===== config.mk =====
export PLATFORM = sky130hd
export DESIGN_NAME = bakraid_snd_fifo
export DESIGN_NICKNAME = d
export VERILOG_FILES = /design/src/rtl/bakraid_snd_fifo.sv
export SDC_FILE = /design/constraint.sdc
export NUM_CORES = 1
export LEC_CHECK = 0
export ABC_AREA = 1
export ABC_CLOCK_PERIOD_IN_PS = 9100
export BUFFER_PORTS_ARGS = -buffer_cell sky130_fd_sc_hd__buf_2
export CAP_MARGIN = 0
export CELL_PAD_IN_SITES_DETAIL_PLACEMENT = 1
export CELL_PAD_IN_SITES_GLOBAL_PLACEMENT = 1
export CORE_ASPECT_RATIO = 0.7
export CORE_MARGIN = 3
export CORE_UTILIZATION = 46
export CTS_BUF_LIST = sky130_fd_sc_hd__clkbuf_2
export DETAILED_ROUTE_END_ITERATION = 10
export GPL_ROUTABILITY_DRIVEN = 0
export PLACE_DENSITY_LB_ADDON = 0.1
export SYNTH_ARGS = -nofsm -noshare
export SYNTH_HDL_FRONTEND = slang
export SYNTH_SLANG_ARGS = --single-unit

===== constraint.sdc =====
create_clock -name clk96 -period 9.1 [get_ports clk96]
set_clock_uncertainty 0.2 [all_clocks]
set_input_delay 2.275 -clock clk96 [delete_from_list [all_inputs] [get_ports clk96]]
set_output_delay 2.275 -clock clk96 [all_outputs]
set_load 0.05 [all_outputs]

===== src/rtl/bakraid_snd_fifo.sv =====
// bakraid_snd_fifo: elastic stereo sample FIFO with prefill, underflow hold and sticky error flags
module bakraid_snd_fifo #(
  parameter int DEPTH   = 16,
  parameter int PREFILL = DEPTH / 2
) (
  input  logic                     clk96,
  input  logic                     reset96_n,
  input  logic [15:0]              sample_in_l,
  input  logic [15:0]              sample_in_r,
  input  logic                     sample_in_stb,
  input  logic                     cen_out,
  input  logic                     flush,
  input  logic                     clr_flags,
  output logic [15:0]              sample_out_l,
  output logic [15:0]              sample_out_r,
  output logic                     sample_out_valid,
  output logic [$clog2(DEPTH):0]   level,
  output logic                     playing,
  output logic                     ovf,
  output logic                     unf
);
  localparam int AW = $clog2(DEPTH);
  typedef enum logic {FILL, RUN} state_t;
  state_t state, state_nx;
  logic [31:0] mem [DEPTH];
  logic [AW-1:0] wr_ptr, rd_ptr;
  logic [AW:0] count;
  logic empty, full, pop, push, ovf_ev, unf_ev;
  assign empty   = count == '0;
  assign full    = count == (AW+1)'(DEPTH);
  assign level   = count;
  assign playing = state == RUN;
  // state register
  always_ff @(posedge clk96 or negedge reset96_n)
    if (!reset96_n) state <= FILL;
    else state <= state_nx;
  // leave FILL once the prefill level is seen, fall back on underflow; flush always restarts
  always_comb
    state_nx = flush ? FILL :
               state == FILL ? (count >= (AW+1)'(PREFILL) ? RUN : FILL) :
               unf_ev ? FILL : RUN;
  // pop/push qualification; a pop frees room for a push to a full FIFO in the same cycle
  always_comb begin
    pop    = !flush && state == RUN && cen_out && !empty;
    unf_ev = !flush && state == RUN && cen_out && empty;
    push   = !flush && sample_in_stb && (!full || pop);
    ovf_ev = !flush && sample_in_stb && full && !pop;
  end
  // sample storage, no reset needed
  always_ff @(posedge clk96)
    if (push) mem[wr_ptr] <= {sample_in_l, sample_in_r};
  // pointers and occupancy
  always_ff @(posedge clk96 or negedge reset96_n)
    if (!reset96_n) begin
      wr_ptr <= '0;
      rd_ptr <= '0;
      count  <= '0;
    end else if (flush) begin
      wr_ptr <= '0;
      rd_ptr <= '0;
      count  <= '0;
    end else begin
      if (push) wr_ptr <= wr_ptr + 1'b1;
      if (pop) rd_ptr <= rd_ptr + 1'b1;
      count <= count + {{AW{1'b0}}, push} - {{AW{1'b0}}, pop};
    end
  // output registers: silence while filling, head on pop, hold on underflow
  always_ff @(posedge clk96 or negedge reset96_n)
    if (!reset96_n) begin
      sample_out_l     <= '0;
      sample_out_r     <= '0;
      sample_out_valid <= 1'b0;
    end else begin
      sample_out_valid <= cen_out && !flush;
      if (cen_out && !flush && state == FILL) {sample_out_l, sample_out_r} <= '0;
      else if (pop) {sample_out_l, sample_out_r} <= mem[rd_ptr];
    end
  // sticky flags; a new event beats a same-cycle clear
  always_ff @(posedge clk96 or negedge reset96_n)
    if (!reset96_n) begin
      ovf <= 1'b0;
      unf <= 1'b0;
    end else begin
      ovf <= ovf_ev || (ovf && !clr_flags);
      unf <= unf_ev || (unf && !clr_flags);
    end
endmodule


== After elaboration in Yosys (flattened, before gate mapping) ==
Memories as Yosys holds them, arrays and structs flattened.
Index checks and enable logic that the tools add are counted.
W data, S select, Z words.
Cells by class
  muxes and demuxes: 15
  add/sub/neg operators: 4
  bitwise gates (word level): 1
  reduce and logical (&&, ||, !) cells: 24
  eq/ne operators: 1
  magnitude comparators: 1
Operators by type and width (number)
  $mux W16: 4
  $mux W4: 4
  $logic_and A1 B1 Y1: 12
  $add A4 B1 Y4 const B: 2
  $mux W1: 6
  $reduce_bool A2 Y1: 3
  $add A5 B1 Y5: 1
  $eq A5 B5 Y1 const B: 1
  $ge A5 B4 Y1 const B: 1
  $logic_not A1 Y1: 5
  $logic_not A5 Y1: 1
  $mux W5: 1
  $sub A5 B1 Y5: 1
  $logic_or A1 B1 Y1: 3
  $not A1 Y1: 1
Word-level totals
  logic and storage cells: 56
  bits in writable memories: 512
  flip-flop bits (word level): 49
  output and inout port bits: 41
  memories kept: 1
Memory list
  mem: depth 16, width 32, rd ports 1, clocked after memory_dff 0, write ports 1, RTL line 25  | logic [31:0] mem [DEPTH];

== Depth between registers and ports, before layout ==
Gate-level depths: netlist of run 1.
  depth after elaboration: 9
  gate-level depth with buffers: 16
  depth with buffers taken out: 16

== Worst setup path before layout of run 1 ==
No wires, ideal clock.
  path type: input -> register
  from: input flush
  to: memory mem[0][0] (enable)
  buffers on the path: 0
  path slack: 4.240 ns
  library setup time: 0.421 ns
  required time: 8.479 ns
  cell stages on the path: 7
  arrival time: 4.239 ns
  cells stage by stage: inv_4 > nand2_2 > nor2_4 > nor2_4 > nor2_4 > nand2_1 > nor2_1
On the way
  cells in the longest elaborated chain, start to end: 8
  elaborated cells on any way between the ends: 9
Ends and longest elaborated chain
  start, declared: RTL line 12  | input logic flush,
  $logic_not A1 Y1 (*): RTL line 44, 46
  $logic_and A1 B1 Y1 (3 in a row): RTL line 44  | pop = !flush && state == RUN && cen_out && !empty;
  $logic_or A1 B1 Y1: RTL line 46  | push = !flush && sample_in_stb && (!full || pop);
  $logic_and A1 B1 Y1 (*): RTL line 46
  $mux W1 (*): RTL line 51  | if (push) mem[wr_ptr] <= {sample_in_l, sample_in_r};
  $mux W1 (implied by the code) (*): RTL line 51
  end, declared: RTL line 25
Every way passes the cells marked *; elsewhere a longest branch is shown, timed or not.

== Worst setup path in the final report of run 1 ==
  from: register count[1], in the netlist level[1]
  to: output level[1]
RTL lines
  start, declared: RTL line 27  | logic [AW:0] count;
  start signal, assigned: RTL line 65  | count <= count + {{AW{1'b0}}, push} - {{AW{1'b0}}, pop};
  end, declared: RTL line 17  | output logic [$clog2(DEPTH):0] level,
No word-level cell between the ends.

==> metrics.csv, run 1 <==
stage;metric;value;unit
timing;rsz0062_at_grt;no;
clock_network;hold_buffers;0;
logic_synthesis;synth-edff-count;512;
logic_synthesis;synth.distinct_cells;32;
min_path;hold_depth;2;
timing;worstMarginPinSlew;1270;ps
clock_network;cts_max_path_buffers;3;
routing;drc;0;
grt;antenna_found_initial;2;
timing;setup_tns;0;ps
routing;drt-initial-drc-count;1294;
worst_setup_path;cp-start-kind;register;
timing;layout_min_cycle_time;4380;ps
clock_network;cts_made_buffers;140;
routing;dr.max_layer_used;met4;
clock_network;root_buffer;clkbuf_2;
grt;grt_max_degree;172;
timing;final-setup-viol-count;0;
logic_synthesis;yosys.area_share.xor_xnor;0.000723;
clock_network;cts_resized;0;
placed_design;dp.final_hpwl;37200;um
grt;grt_pass1_vias;17911;
min_path;hold_end;sample_out_l[4]$_DFFE_PN0P_;
logic_synthesis;synthTopCellsByArea;edfxtp_1, nand2_1, nand3_1;
run;drv_cap;0;
logic_synthesis;synth_top_area_share;0.634;
floorplan;dieHeight;198;um
worst_setup_path;worst-path-stages;1;
worst_setup_path;critPathSlowestCell;dfrtp_1;
timing;slew-limit-headroom;0.149;
logic_synthesis;ys_seq_area_frac;0.685;
logic_synthesis;yosys.area.top_type;edfxtp_1;
clock_network;cts_max_level;4;
timing;maxSlewViolCount;0;
clock_network;clock_latency;1140;ps
logic_synthesis;synth_ff_type;edfxtp_1;
timing;fmax;0.228;GHz
logic_synthesis;synthAdderAreaFrac;0.00754;
floorplan;io_pins;79;
logic_synthesis;synthMuxAreaShare;0;
grt;grt_usage;0.248;
min_path;min_path_type;reg2reg;
worst_setup_path;endpoint_kind;output pin;
routing;wl;67000;um
grt;grt_pass1_wl;104000;um
routing;route.met2.wl;30900;um
routing;routed-wl-met3;3730;um
worst_setup_path;r2r.worst_path.cells;15;
logic_synthesis;ys_ff_latch;561;
logic_synthesis;syn_nets;2372;
power_and_ir_drop;p_leak;11.7;nW
routing;ant_nets;0;
routing;drtPass1Iterations;5;
worst_setup_path;path_class;reg2out;
logic_synthesis;synth_cells;2320;
placed_design;place_area;25100;um^2
placed_design;dp_cells;2983;
finish;fillers;5782;
routing;num_vias;16787;
floorplan;fp.dieArea;55500;um^2
routing;avgRoutedWirePerCell;20.7;um
outcome;outcome;finished, final reports clean;
floorplan;coreArea;51400;um^2
worst_setup_path;worstSetupStartpoint;level[1]$_DFF_PN0_;
logic_synthesis;synth_area;24200;um^2
clock_network;postCtsSetupBuffers;0;
logic_synthesis;syn_area_per_cell;10.4;um^2
worst_setup_path;reg2reg_from;level[2]$_DFF_PN0_;
logic_synthesis;synth-simple-area-share;0.209;
power_and_ir_drop;irDropWorstVdd;115;uV
worst_setup_path;r2r_end;level[4]$_DFF_PN0_;
routing;met1_length;30900;um
timing;hold_violations;0;
floorplan;die_w;280;um
finish;layout-area-overhead-vs-synth;8.60;%
finish;final_layout_size_suffix_gt1_frac;0.142;
finish;final_nets;2503;
timing;period_share;0.482;
clock_network;clkSinkCount;561;
worst_setup_path;cp.required;6630;ps
logic_synthesis;synth_top_family_by_area;simple AND/OR/NAND/NOR gates;
worst_setup_path;cpPeakStageDelay;490;ps
worst_setup_path;path_cells;buf_2;
logic_synthesis;yosys_warnings;0;
clock_network;clkTransAtPathRegs;90;ps
finish;final_area;26300;um^2
worst_setup_path;regToRegSetupSlack;5490;ps
logic_synthesis;synth_compound_area_frac;0.00490;
min_path;min_from;sample_out_l[4]$_DFFE_PN0P_;
placed_design;io_buffers;78;
logic_synthesis;async_flop_share;0.0873;
worst_setup_path;cp_num_buf_inv;1;
worst_setup_path;crit_family;flip-flops;
grt;overflow;0;
worst_setup_path;critPathArrivalTime;1910;ps
clock_network;cts_tree;built;
routing;vias_per_cell;5.19;
worst_setup_path;cp_max_fo;5;
finish;fin_cells;3237;
floorplan;start_util;0.472;
floorplan;placementRows;69;
power_and_ir_drop;powerDensity;216;nW/um^2
==> flip-flops by register name (all words and copies together) (netlist names) <==
name and cells:
mem 512, sample_out_l 16, sample_out_r 16, level 5
rd_ptr 4, wr_ptr 4, ovf 1, playing 1
sample_out_valid 1, unf 1
==> cells in the final DEF (no fill, tap or decap), types with 3 or more instances in the layout <==
master    instances
nor2_4           19
inv_1           396
edfxtp_1        512
clkbuf_2        221
nand2_1         784
clkinv_1         22
diode_2           3
nand2_2           3
a21oi_1           5
nor3_1            3
inv_2             9
nand3_1         385
ha_1             13
o21ai_0           4
buf_4            21
o21ai_1           3
nor2_1           13
dfrtp_1          45
buf_2            78
==> worst max path at each step <==
stage / slack (ps) / to
final: 4720 / level[1]
after global routing: 4560 / level[1]
after CTS: 4570 / level[1]
after detailed placement: 3580 / level[4]$_DFF_PN0_
after global placement: 3630 / level[4]$_DFF_PN0_
after floorplan: 4240 / mem[0][0]$_DFFE_PP_
==> routing by layer <==
metal	global-route usage	up-vias
li1	-	7814
met1	0.345	8429
met2	0.391	441
met3	0.0515	103
met4	0.0843	0
met5	0	-
==> through the flow <==
| stage | power, mW | hold WS, ps | setup slack, ps | utilization |
|---|---|---|---|---|
| after global routing | 5.98 | 324 | 4560 | 0.512 |
| after detailed placement | 4.04 | 260 | 3580 | 0.488 |
| after CTS | 5.75 | 286 | 4570 | 0.512 |
| after global placement | 4.02 | 256 | 3630 | 0.488 |
| final | 5.68 | 282 | 4720 | 0.512 |
| after floorplan | 3.74 | 345 | 4240 | - |
==> kinds of logic (layout without fill, tap and decap cells) <==
group / count (synthesis) / after routing
buffers and inverters: 515 / 755
DFF: 561 / 561
adders and majority gates: 14 / 14
xor gates and xnor gates: 2 / 2
and+or+nand+nor: 1208 / 1208
AOI/OAI and AO/OA: 20 / 20
other: 0 / 3
==> report_power, final <==
| part | total [mW] | internal, mW | switching (mW) |
|---|---|---|---|
| logic | 0.993 | 0.241 | 0.753 |
| clock network | 1.70 | 0.664 | 1.04 |
| registers | 2.99 | 2.91 | 0.0723 |
| total | 5.68 | 3.82 | 1.86 |
==> synthesized netlist by cell type, types with 2 or more instances <==
cell      count
a21oi_1       5
buf_2        52
o21ai_0       4
nand2_1     784
inv_2         2
clkbuf_1     10
nand2_2       3
nor2_4        3
inv_4         2
inv_1       399
xor2_1        2
buf_4         8
buf_1        13
buf_6        27
nor3_1        3
dfrtp_1      49
edfxtp_1    512
o21ai_1       3
ha_1         13
nand3_1     385
a31oi_1       2
nor2_1       29
==> cell type report <==
cell class | instances | area (um^2) | area share
flip-flops and latches | 561 | 16600 | 0.631
multi-input cells | 1244 | 5500 | 0.209
diodes | 3 | 7.51 | 0.000285
repair buffers | 101 | 588 | 0.0223
clock buffers | 221 | 1110 | 0.0420
well taps | 674 | 843 | 0.0320
inverters | 403 | 1520 | 0.0579
clock inverters | 30 | 141 | 0.00537
Note: power is estimated with default switching activity, not from simulation.
==> inputs of run 2 (changes only) <==
--- a/config.mk
+++ b/config.mk
@@ -6,7 +6,7 @@
 export NUM_CORES = 1
 export LEC_CHECK = 0
 export ABC_AREA = 1
-export ABC_CLOCK_PERIOD_IN_PS = 9100
+export ABC_CLOCK_PERIOD_IN_PS = 3950
 export BUFFER_PORTS_ARGS = -buffer_cell sky130_fd_sc_hd__buf_2
 export CAP_MARGIN = 0
 export CELL_PAD_IN_SITES_DETAIL_PLACEMENT = 1
==> constraint.sdc (replaced) <==
create_clock -name clk96 -period 3.95 [get_ports clk96]
set_clock_uncertainty 0.2 [all_clocks]
set_input_delay 0.9875 -clock clk96 [delete_from_list [all_inputs] [get_ports clk96]]
set_output_delay 0.9875 -clock clk96 [all_outputs]
set_load 0.05 [all_outputs]
==> run 2 against run 1 <==
Compared with the run above:
- sequential power is 130% higher
- sequential cell count stayed put
- routed wire length is 1.0% higher
- core utilization is 1.4 points higher
- critical path depth stayed put
- count of clock-buffer cells in the layout is 6 higher
- clock power is 130% higher
- non-clock buffer count is 65 higher
- worst setup slack worse by 3800 ps
- critical endpoint unchanged
- largest power group unchanged
==> metrics.csv, run 2 (synthesis gave the netlist of run 1 again) <==
stage;metric;value;unit;change
outcome;outcome;finished, final reports clean;;unchanged
finish;fin_cells;3302;;was 3237
grt;grt_usage;0.251;;was 0.248
finish;layout_common_cells;nand2_1, edfxtp_1, inv_1;;unchanged
clock_network;cts_max_path_buffers;3;;unchanged
timing;setup_tns;0;ps;unchanged
timing;maxSlewViolCount;0;;unchanged
finish;largest-register;mem;;unchanged
finish;final_nets;2567;;was 2503
finish;final_layout_size_suffix_gt1_frac;0.151;;was 0.142
power_and_ir_drop;p_leak;12.0;nW;was 11.7 nW
clock_network;clock_latency;1140;ps;about the same
timing;layout_min_cycle_time;3080;ps;
placed_design;place_area;25400;um^2;was 25100 um^2
routing;ant_nets;0;;unchanged
timing;period_share;0.779;;
finish;final_area;27000;um^2;was 26300 um^2
routing;drt-initial-drc-count;1314;;was 1294
finish;layout-area-overhead-vs-synth;11.5;%;was 8.60%
floorplan;start_util;0.472;;unchanged
worst_setup_path;cpPeakStageDelay;470;ps;was 490 ps
clock_network;cts_max_level;4;;unchanged
finish;reg.largest.list;mem x512, sample_out_l x16, sample_out_r x16;;unchanged
routing;vias_per_cell;5.12;;was 5.19
clock_network;clkSinkCount;561;;unchanged
routing;drc;0;;unchanged
finish;fin_util;0.526;;was 0.512
worst_setup_path;endpoint_kind;output pin;;unchanged
floorplan;fp.dieArea;55500;um^2;unchanged
clock_network;cts_made_buffers;139;;was 140
floorplan;dieHeight;198;um;unchanged
floorplan;die_w;280;um;unchanged
timing;hold_violations;0;;unchanged
grt;antenna_found_initial;2;;unchanged
min_path;min_path_type;in2async;;was reg2reg
floorplan;placementRows;69;;unchanged
timing;fmax;0.325;GHz;
placed_design;dp.final_hpwl;39400;um;was 37200 um
worst_setup_path;cp-start-kind;register;;unchanged
clock_network;clkTransAtPathRegs;120;ps;was 90 ps
worst_setup_path;cp_num_buf_inv;1;;unchanged
clock_network;root_buffer;clkbuf_2;;unchanged
routing;num_vias;16900;;was 16787
floorplan;coreArea;51400;um^2;unchanged
timing;slew-limit-headroom;0.350;;was 0.149
power_and_ir_drop;irDropWorstVdd;247;uV;was 115 uV
finish;layout_commonest_cell;nand2_1;;unchanged
power_and_ir_drop;powerDensity;488;nW/um^2;was 216 nW/um^2
placed_design;dp_cells;3010;;was 2983
worst_setup_path;cp_max_fo;5;;unchanged
timing;final-setup-viol-count;0;;unchanged
timing;rsz0062_at_grt;no;;unchanged
routing;avgRoutedWirePerCell;20.5;um;was 20.7 um
worst_setup_path;cp.required;2760;ps;was 6630 ps
placed_design;io_buffers;78;;unchanged
grt;grt_max_degree;129;;was 172
finish;largest_register_ffs;512;;unchanged
worst_setup_path;path_class;reg2out;;unchanged
run;drv_cap;0;;unchanged
grt;grt_pass1_vias;17846;;was 17911
finish;fillers;5708;;was 5782
worst_setup_path;critPathSlowestCell;dfrtp_1;;unchanged
clock_network;cts_resized;0;;unchanged
routing;drtPass1Iterations;7;;was 5
timing;worstMarginPinSlew;974;ps;was 1270 ps
worst_setup_path;critPathArrivalTime;1890;ps;was 1910 ps
routing;wl;67700;um;was 67000 um
grt;grt_pass1_wl;105000;um;was 104000 um
grt;overflow;0;;unchanged
clock_network;cts_tree;built;;unchanged
floorplan;io_pins;79;;unchanged
timing;whs;275;ps;was 282 ps
worst_setup_path;path_cells;buf_2;;unchanged
worst_setup_path;crit_family;flip-flops;;unchanged
-- run 2: changes by cell type in the layout (fill, tap and decap cells not counted), sizes merged --
cell,previous run,this run
clkinv,24,19
inv,408,407
clkbuf,221,227
bufinv,1,2
diode,3,2
dlygate4sd3,0,38
buf,101,128
-- run 2: path summary, 6_finish.rpt --
path | slack, ps | from | to | depth (start not counted)
min reg2reg | 270 | sample_out_r[14]$_DFFE_PN0P_ | sample_out_r[14]$_DFFE_PN0P_ | 2
max reg2reg | 930 | level[1]$_DFF_PN0_ | level[4]$_DFF_PN0_ | 14
max | 870 | level[1]$_DFF_PN0_ | level[1] | 1
min in group clk96 | 280 | sample_out_r[14]$_DFFE_PN0P_ | sample_out_r[14]$_DFFE_PN0P_ | 2
max in group asynchronous | 2340 | reset96_n | sample_out_l[12]$_DFFE_PN0P_ | 3
min | 270 | reset96_n | sample_out_l[4]$_DFFE_PN0P_ | 2
-- run 2: layout make-up --
cell class                      count  area (um^2)  share of cell area
Multi-Input combinational cell   1244         5500               0.204
Inverter                          403         1520              0.0563
Sequential cell                   561        16600               0.615
Timing Repair Buffer              166         1260              0.0466
Clock inverter                     25          148             0.00546
Antenna cell                        2         5.00            0.000185
Tap cell                          674          843              0.0312
Clock buffer                      227         1140              0.0420
-- run 2: report_power, final --
part           internal [mW]  switching [mW]  total [mW]
logic                  0.605            1.76        2.37
registers               6.71           0.150        6.86
clock network           1.62            2.33        3.95
total                   8.94            4.24        13.2
-- run 2: repair_timing --
item,4_1_cts,5_1_grt
hold buffers,38,0
buffers inserted,0,0
hold endpoints to repair,538,0
-- run 2: per-layer routing --
layer / up-vias / routed length, um / GRT usage
li1: 7942 / - / -
met5: - / 0 / 0
met2: 427 / 31800 / 0.403
met4: 0 / 1070 / 0.0717
met3: 88 / 3590 / 0.0534
met1: 8443 / 31200 / 0.347
-- run 2: per-stage QoR --
stage,power (mW),setup WS [ps]
after floorplan,8.62,377
final,13.2,873
after global placement,9.29,373
after detailed placement,9.35,340
after global routing,13.9,647
after CTS,13.4,714
==> inputs of run 3 (changes only) <==
--- a/config.mk
+++ b/config.mk
@@ -6,7 +6,7 @@
 export NUM_CORES = 1
 export LEC_CHECK = 0
 export ABC_AREA = 1
-export ABC_CLOCK_PERIOD_IN_PS = 3950
+export ABC_CLOCK_PERIOD_IN_PS = 2990
 export BUFFER_PORTS_ARGS = -buffer_cell sky130_fd_sc_hd__buf_2
 export CAP_MARGIN = 0
 export CELL_PAD_IN_SITES_DETAIL_PLACEMENT = 1
==> constraint.sdc (replaced) <==
create_clock -name clk96 -period 2.99 [get_ports clk96]
set_clock_uncertainty 0.2 [all_clocks]
set_input_delay 0.7475 -clock clk96 [delete_from_list [all_inputs] [get_ports clk96]]
set_output_delay 0.7475 -clock clk96 [all_outputs]
set_load 0.05 [all_outputs]
==> run 3 against run 2 <==
Compared with the run above:
- worst setup slack worse by 770 ps
- power up 34%
- worst hold slack got worse by 99 ps
- register-to-register slack got worse by 820 ps
- clock power grew 35%
- via count up 0.83%
- routed wire length up 1.2%
- global-route usage increased by 0.096 points
- sequential share of layout area down 1.0 points
- core utilization rose by 0.92 points
- cell count rose by 0.73%
- first-iteration DRC count shrank 10%
- largest cell class unchanged
==> metrics.csv, run 3 (synthesis gave the netlist of run 1 again) <==
stage;metric;value;unit;change
outcome;outcome;finished, final reports clean;;unchanged
routing;met1_length;31000;um;was 31200 um
timing;final-setup-viol-count;0;;unchanged
grt;grt_usage;0.252;;was 0.251
timing;worstMarginPinSlew;732;ps;was 974 ps
finish;reg.largest.list;mem x512, sample_out_l x16, sample_out_r x16;;unchanged
clock_network;cts_max_path_buffers;3;;unchanged
timing;whs;176;ps;was 275 ps
finish;fillers;5727;;was 5708
floorplan;dieHeight;198;um;unchanged
min_path;min_path_type;in2reg;;was in2async
routing;drt-initial-drc-count;1182;;was 1314
worst_setup_path;r2r_end;level[4]$_DFF_PN0_;;unchanged
finish;final_nets;2593;;was 2567
timing;layout_min_cycle_time;2880;ps;
routing;dr.max_layer_used;met4;;unchanged
clock_network;clkSinkCount;561;;unchanged
routing;routed-wl-met3;3460;um;was 3590 um
worst_setup_path;path_cells;inv_2 -> ha_2 -> nand3_2 -> nor2_4 -> nor2_4 -> inv_2 -> ha_1 -> inv_1 -> ha_1 -> inv_1 -> fa_2 -> inv_2 -> a21oi_1 -> o21bai_1 -> xor2_1 -> nor2_1;;was buf_2
routing;num_vias;17041;;was 16900
min_path;hold_depth;3;;
grt;antenna_found_initial;2;;unchanged
worst_setup_path;path_class;reg2reg;;was reg2out
worst_setup_path;reg2reg_from;level[2]$_DFF_PN0_;;was level[1]$_DFF_PN0_
routing;drtPass1Iterations;5;;was 7
worst_setup_path;regToRegSetupSlack;110;ps;was 930 ps
finish;layout_common_cells;nand2_1, edfxtp_1, inv_1;;unchanged
timing;slew-limit-headroom;0.512;;was 0.350
grt;grt_max_degree;94;;was 129
clock_network;cts_max_level;4;;unchanged
floorplan;fp.dieArea;55500;um^2;unchanged
placed_design;dp_cells;3031;;was 3010
worst_setup_path;worstSetupStartpoint;level[2]$_DFF_PN0_;;was level[1]$_DFF_PN0_
worst_setup_path;cp.required;3780;ps;was 2760 ps
timing;hold_violations;0;;unchanged
routing;drc;0;;unchanged
run;drv_cap;0;;unchanged
power_and_ir_drop;powerDensity;643;nW/um^2;was 488 nW/um^2
timing;maxSlewViolCount;0;;unchanged
worst_setup_path;critPathArrivalTime;3680;ps;was 1890 ps
finish;fin_cells;3326;;was 3302
placed_design;io_buffers;78;;unchanged
grt;grt_pass1_wl;106000;um;was 105000 um
floorplan;start_util;0.472;;unchanged
timing;fmax;0.347;GHz;
finish;final_layout_size_suffix_gt1_frac;0.161;;was 0.151
worst_setup_path;cpPeakStageDelay;430;ps;was 470 ps
placed_design;dp.final_hpwl;40300;um;was 39400 um
worst_setup_path;critPathSlowestCell;dfrtp_2;;was dfrtp_1
worst_setup_path;cp_num_buf_inv;5;;was 1
clock_network;clock_latency;1140;ps;about the same
grt;grt_pass1_vias;18027;;was 17846
routing;ant_nets;0;;unchanged
timing;period_share;0.964;;
clock_network;cts_made_buffers;140;;was 139
floorplan;placementRows;69;;unchanged
finish;largest-register;mem;;unchanged
routing;route.met2.wl;32600;um;was 31800 um
power_and_ir_drop;p_leak;12.2;nW;was 12.0 nW
floorplan;coreArea;51400;um^2;unchanged
routing;vias_per_cell;5.12;;about the same
grt;overflow;0;;unchanged
worst_setup_path;cp-start-kind;register;;unchanged
clock_network;clkTransAtPathRegs;110;ps;was 120 ps
finish;layout_commonest_cell;nand2_1;;unchanged
worst_setup_path;cp_max_fo;3;;was 5
min_path;min_from;clr_flags;;
clock_network;cts_tree;built;;unchanged
clock_network;root_buffer;clkbuf_2;;unchanged
worst_setup_path;endpoint_kind;register;;was output pin
power_and_ir_drop;irDropWorstVdd;338;uV;was 247 uV
worst_setup_path;crit_family;adder cells;;was flip-flops
floorplan;io_pins;79;;unchanged
routing;avgRoutedWirePerCell;20.6;um;was 20.5 um
finish;layout-area-overhead-vs-synth;13.5;%;was 11.5%
finish;largest_register_ffs;512;;unchanged
floorplan;die_w;280;um;unchanged
worst_setup_path;cpMostUsedCell;inv_2;;
min_path;hold_end;unf$_DFF_PN0_;;
worst_setup_path;r2r.worst_path.cells;16;;was 14
routing;wl;68500;um;was 67700 um
## run 3: area by class of cell
| class | instances | area [um^2] | share of cell area |
|---|---|---|---|
| Sequential cell | 561 | 16600 | 0.604 |
| Multi-Input combinational cell | 1244 | 5510 | 0.200 |
| Timing Repair Buffer | 191 | 1690 | 0.0616 |
| Inverter | 403 | 1520 | 0.0554 |
| Clock buffer | 226 | 1130 | 0.0411 |
| Tap cell | 674 | 843 | 0.0307 |
| Clock inverter | 25 | 174 | 0.00632 |
| Antenna cell | 2 | 5.00 | 0.000182 |
## run 3: what timing repair did
action | in CTS | in global routing
hold endpoints to repair | 578 | 0
setup endpoints to repair | 0 | 1
gates resized for setup | 0 | 9
hold buffers | 41 | 0
setup buffers | 0 | 1
## run 3: how the worst max path moves through the flow
stage                                     end  slack [ps]  depth (start not counted)
after floorplan           mem[0][0]$_DFFE_PP_        -340                          7
after global placement     level[4]$_DFF_PN0_        -170                         17
after detailed placement   level[4]$_DFF_PN0_        -240                         17
after CTS                  level[4]$_DFF_PN0_          30                         16
after global routing       level[4]$_DFF_PN0_         -30                         16
final                      level[4]$_DFF_PN0_         110                         16
## run 3: worst reg2reg max path, delay by kind of cell, from the launching register on
family / cells / cell delay (ps)
adder cells (fa/ha/maj): 4 / 950
flip-flops: 1 / 430
AND/OR/NAND/NOR: 4 / 390
buffers and inverters: 5 / 360
AO/OA/AOI/OAI: 2 / 230
XOR/XNOR: 1 / 210
## run 3: power by group
group	internal, mW	switching (mW)
Sequential	8.87	0.177
Combinational	0.899	2.39
Clock	2.22	3.12
Total	12.0	5.69
## run 3: routing by layer
metal  track usage  up-vias
met4        0.0727        0
met5             0        -
met1         0.340     8527
met2         0.415      427
met3        0.0526      100
li1              -     7987
## run 3: stage by stage
stage	cell area, um^2	setup WS [ps]	utilization	total power [mW]	TNS, ps
floorplan	24200	-343	-	11.4	-153120
global placement	25800	-169	0.501	12.3	-169
detailed placement	25800	-239	0.501	12.4	-240
CTS	27500	27.1	0.535	17.9	0
global route	27500	-27.1	0.535	18.6	-27.1
finish	27500	108	0.535	17.7	0
